File: src/rtl/param_fifo.sv
// ----------------------------------------------------------------------------
// param_fifo: single-clock synchronous FIFO with configurable width and depth.
// The depth does not need to be a power of two. Status flags are decoded
// combinationally from the occupancy count. The write-ack and overflow/underflow
// pulses are registered. The read port is either registered (FWFT=0) or
// first-word-fall-through (FWFT=1).
// ----------------------------------------------------------------------------
module param_fifo #(
    parameter int DATA_WIDTH   = 16,
    parameter int FIFO_DEPTH   = 8,
    parameter int AFULL_LEVEL  = FIFO_DEPTH - 1,
    parameter int AEMPTY_LEVEL = 1,
    parameter int FWFT         = 0
) (
    input  logic                            clk,
    input  logic                            rst_n,
    input  logic                            wr_en,
    input  logic                            rd_en,
    input  logic [DATA_WIDTH-1:0]           data_in,
    output logic [DATA_WIDTH-1:0]           data_out,
    output logic                            full,
    output logic                            empty,
    output logic                            almostfull,
    output logic                            almostempty,
    output logic                            wr_ack,
    output logic                            overflow,
    output logic                            underflow,
    output logic [$clog2(FIFO_DEPTH+1)-1:0] count
);

    localparam int CNT_W = $clog2(FIFO_DEPTH + 1);
    localparam int PTR_W = (FIFO_DEPTH > 1) ? $clog2(FIFO_DEPTH) : 1;

    localparam logic [CNT_W-1:0] DEPTH_CNT  = CNT_W'(FIFO_DEPTH);
    localparam logic [CNT_W-1:0] AFULL_CNT  = CNT_W'(AFULL_LEVEL);
    localparam logic [CNT_W-1:0] AEMPTY_CNT = CNT_W'(AEMPTY_LEVEL);
    localparam logic [PTR_W-1:0] LAST_PTR   = PTR_W'(FIFO_DEPTH - 1);

    logic [DATA_WIDTH-1:0] mem [FIFO_DEPTH];
    logic [PTR_W-1:0]      wr_ptr;
    logic [PTR_W-1:0]      rd_ptr;
    logic                  wr_accept;
    logic                  rd_accept;

    // The pointers wrap explicitly at the last slot, so a non-power-of-two
    // depth never leaves unused addresses in the ring.
    function automatic logic [PTR_W-1:0] ptr_inc(input logic [PTR_W-1:0] p);
        return (p == LAST_PTR) ? '0 : p + 1'b1;
    endfunction

    // Status flags are decoded directly from the occupancy count.
    assign full        = (count == DEPTH_CNT);
    assign empty       = (count == '0);
    assign almostfull  = (count >= AFULL_CNT) && !full;
    assign almostempty = (count <= AEMPTY_CNT) && !empty;

    // A write into a full FIFO is still accepted when a read frees a slot in
    // the same cycle. A read of an empty FIFO is never accepted.
    assign wr_accept = wr_en && (!full || rd_en);
    assign rd_accept = rd_en && !empty;

    // Storage array: written on accepted writes only.
    // NOTE: the memory has no reset on purpose. Stale entries are unreachable
    // once the pointers and count are cleared, and leaving out the reset keeps
    // the array mappable to plain RAM.
    always_ff @(posedge clk) begin
        if (wr_accept) begin
            mem[wr_ptr] <= data_in;
        end
    end

    // Pointer and occupancy bookkeeping.
    // NOTE: all state uses non-blocking assignments, so every register
    // samples pre-edge values. When the FIFO is full and a read and a write
    // are accepted together, wr_ptr equals rd_ptr. The read then still sees
    // the oldest word while the write replaces it.
    always_ff @(posedge clk or negedge rst_n) begin
        if (!rst_n) begin
            wr_ptr <= '0;
            rd_ptr <= '0;
            count  <= '0;
        end else begin
            if (wr_accept) wr_ptr <= ptr_inc(wr_ptr);
            if (rd_accept) rd_ptr <= ptr_inc(rd_ptr);
            case ({wr_accept, rd_accept})
                2'b10:   count <= count + 1'b1;
                2'b01:   count <= count - 1'b1;
                default: count <= count;
            endcase
        end
    end

    // One-cycle handshake pulses that report last cycle's outcome.
    always_ff @(posedge clk or negedge rst_n) begin
        if (!rst_n) begin
            wr_ack    <= 1'b0;
            overflow  <= 1'b0;
            underflow <= 1'b0;
        end else begin
            wr_ack    <= wr_accept;
            overflow  <= wr_en && !wr_accept;
            underflow <= rd_en && empty;
        end
    end

    generate
        if (FWFT != 0) begin : g_fwft
            // Head of queue shown combinationally. Output is zero while empty,
            // so reset and empty reads both leave data_out at 0.
            assign data_out = empty ? '0 : mem[rd_ptr];
        end else begin : g_registered
            // Registered read port: data_out is loaded on an accepted read and
            // holds its value otherwise.
            always_ff @(posedge clk or negedge rst_n) begin
                if (!rst_n) begin
                    data_out <= '0;
                end else if (rd_accept) begin
                    data_out <= mem[rd_ptr];
                end
            end
        end
    endgenerate

endmodule

File: config.mk
export PLATFORM = sky130hd
export DESIGN_NAME = param_fifo
export DESIGN_NICKNAME = d
export VERILOG_FILES = /design/src/rtl/param_fifo.sv
export SDC_FILE = /design/constraint.sdc
export NUM_CORES = 1
export LEC_CHECK = 0
export ABC_AREA = 0
export CORE_UTILIZATION = 52
export CTS_CLUSTER_SIZE = 28
export DETAILED_ROUTE_END_ITERATION = 10
export GPL_TIMING_DRIVEN = 0
export PLACE_DENSITY = 0.84
export SETUP_SLACK_MARGIN = 0.05
export SLEW_MARGIN = 20
export SYNTH_ARGS = -nofsm -noshare
export SYNTH_HDL_FRONTEND = slang
export SYNTH_SLANG_ARGS = --single-unit
File: constraint.sdc
create_clock -name clk -period 4 [get_ports clk]
set_input_delay 0.8 -clock clk [delete_from_list [all_inputs] [get_ports clk]]
set_output_delay 0.8 -clock clk [all_outputs]
set_load 0.05 [all_outputs]
==> key figures <==
Status
  – Status: finished, violations left
  – Failing checks: design-rule violations

Clock tree
  – CTS resizes: 1
  – Setup Buffers After CTS: 0
  – Clk Tree Root Cell: clkbuf_16
  – Clock sinks: 157
  – CTS Buffer Depth: 2
  – CTS buffer count: 17
  – CTS clock-pin slew for the worst setup and hold paths: 0.06 ns
  – Hold_buf cts: 0
  – H-tree depth: 4
  – Clock Latency Late Sink: 0.42 ns
  – CTS tree: yes

Place
  – PortBufs: 46
  – Final Wtd Congestion: 0.763
  – Placed insts: 568
  – Post-DP HPWL: 8.67 mm

Logic synthesis
  – Part of the Yosys area used for sequential elements: 72.2%
  – Mean area per synthesized cell: 17.3 um^2
  – Mapped Area: 6330 um^2
  – Warnings, synthesis: 0
  – Post-synthesis register bit count: 157
  – Post-synth cell types: 33
  – Gate Count Post-Synth: 365
  – Mapped Nets: 394

Detailed routing
  – WL/cell: 23.1 um
  – Antenna Nets Post-Route: 0
  – Iteration-0 DRC Markers: 324
  – First-pass DRT Iterations: 8
  – Vias per std cell: 6.09
  – Routed WL: 13.9 mm
  – DRC Markers: 5
  – Vias: 3652

Setup path
  – RR Startpoint: count[0]
  – Worst EP arrival: 2.87 ns
  – Worst-path maximum fanout: 10
  – Worst R2R Setup Slack: 1.33 ns
  – Crit end category: output pin
  – Critical path startpoint category: register
  – Worst setup path class: register to output pin
  – WP data required: 3.20 ns
  – R2R Path End: count[3]
  – Worst r2r path cells: 10

Floorplan
  – Die span in x: 112 um
  – Num ports: 47
  – Core footprint: 11700 um^2
  – Starting Density: 54.3%
  – Die ar.: 12600 um^2
  – Row count: 39
  – Die H: 112 um

GRT
  – Total grt overflow: 0
  – Largest net degree at the start of global routing: 30
  – GR Util All Layers: 24.0%
  – Vias in the first global route: 3752
  – Antenna violations before repair: 0
  – Global-route wire length before repair: 21.4 mm

Timing
  – Worst Max-Slew Pin Slew: 0.763 ns
  – Worst Clk Skew: 0.00688 ns
  – Crit share post-route: 91.9%
  – Fmax: 272 MHz
  – Final Slew Violations: 0
  – Minimum clock period: 3.67 ns
  – RSZ-0062 raised after global routing: false
  – Setup violations, final: 0
  – Max_slew headroom: 49.1%
  – Hold slack: 0.453 ns
  – Final Hold Vio Count: 0

Worst hold path
  – Hold WC Path Type: input pin to asynchronous set/reset pin

Pwr
  – Max IR drop VDD: 0.000424 V
  – P per Cell Area: 812 nW/um^2
  – Total leakage power: 0.00281 uW
  – Total power: 6270 uW

Layout
  – Ant. Diodes: 0
  – Fill count: 760
  – Area growth syn-to-layout: 21.9%
  – Finished Layout Cells: 600
  – Share of post-route cells with drive strength above 1: 24.7%
  – Total Nets Final: 473

Flow run
  – Max-cap check violation count: 0
## metrics by stage
| stage | util (%) | setup TNS (ns) | cell area (um^2) | setup WS (ns) |
|---|---|---|---|---|
| final | 66.2 | 0 | 7720 | 0.326 |
| after global placement | 59.8 | -30.15 | 6970 | -1.03 |
| after global routing | 66.2 | 0 | 7720 | 0.256 |
| after floorplan | - | 0 | 6330 | 0.576 |
| after detailed placement | 61.2 | 0 | 7140 | 0.475 |
| after CTS | 66.2 | 0 | 7720 | 0.332 |
## cell type report
cell class / instances / area (um^2) / share of cell area, %
sequential: 157 / 4570 / 59.2
buffer: 18 / 124 / 1.60
tap: 143 / 179 / 2.32
clock buffer: 20 / 437 / 5.66
inverter: 7 / 26.3 / 0.340
multi-input combinational: 183 / 1650 / 21.3
timing repair buffer: 60 / 592 / 7.67
clock inverter: 12 / 148 / 1.91
## synthesized netlist by cell type
library cell	count	area (um^2)
mux2_1	3	33.8
a21oi_1	1	5.00
o31ai_1	4	30.0
edfxtp_1	128	3840
mux2_2	35	394
nand4b_1	1	8.76
inv_1	7	26.3
o31ai_2	12	150
a22o_1	16	140
buf_6	5	56.3
xnor2_1	3	26.3
nor2b_1	2	12.5
mux2i_1	33	330
nor3_1	4	20.0
or4b_1	1	10.0
o211ai_1	1	7.51
nand2_1	3	11.3
xor2_1	1	8.76
nor3b_4	1	18.8
buf_4	4	30.0
buf_2	3	15.0
nor4_1	2	12.5
and2_1	1	6.26
dfrtp_1	29	726
o21ai_0	19	95.1
o21ai_2	1	8.76
nand2b_1	4	25.0
nor2_1	8	30.0
ha_1	9	113
nand3b_1	1	7.51
o22ai_1	16	100
clkbuf_1	6	22.5
and3_1	1	6.26
## worst max path at each step
stage          slack [ns]     endpoint  startpoint  cells past startpoint
5_1_grt              0.26        empty    count[0]                      5
6_report             0.33        empty    count[0]                      5
2_1_floorplan        0.58  almostempty    count[0]                      3
4_1_cts              0.33        empty    count[0]                      5
3_5_place_dp         0.48        empty    count[0]                      5
3_3_place_gp        -1.03    mem[0][1]       rd_en                      3
## flip-flops by register name (all words and copies together), names as in the netlist
name / flops
mem: 128
underflow: 1
wr_ptr: 3
overflow: 1
rd_ptr: 3
count: 4
data_out: 16
wr_ack: 1
## power by group
part	leakage, uW	internal, uW	switching [uW]
Sequential	0.00151	2110	191
Clock	0.000284	976	619
Combinational	0.00101	922	1450
## layer usage
| layer | part of all wire [%] | GRT usage [%] |
|---|---|---|
| met4 | 3.3 | 12.6 |
| met3 | 8.2 | 6.05 |
| met2 | 47 | 36.5 |
| met5 | 0 | 0 |
| met1 | 41 | 32.3 |
## kinds of logic (layout without fill, tap and decap cells)
family                     after synthesis  count (layout)  share of synthesized area, %
AOI/OAI and AO/OA                       70              70                          8.48
muxes                                   71              71                          12.0
and+or+nand+nor                         29              29                          2.67
DFF                                    157             157                          72.2
buffers and inverters                   25             117                          2.37
adders and majority gates                9               9                          1.78
xor gates and xnor gates                 4               4                         0.553
## worst max-delay path: stages, from the launching register on
cell           delay, ns
dfrtp_1             0.46
inv_1               0.12
ha_1                0.24
nor3b_4             0.49
clkbuf_1            0.53
dlygate4sd2_1       0.60
## placed cells by master, fill, tap and decap left out, drive strengths merged, types with 4 or more instances in the layout
cell type	synthesis	routed
a22o	16	16
nor3	4	4
o21ai	20	20
o22ai	16	16
mux2	38	38
clkbuf	6	26
nor2	8	8
ha	9	9
mux2i	33	33
buf	12	27
clkdlybuf4s50	0	44
inv	7	7
clkinv	0	7
edfxtp	128	128
nand2b	4	4
dfrtp	29	29
o31ai	16	16
(Power assumes the default switching activity.)
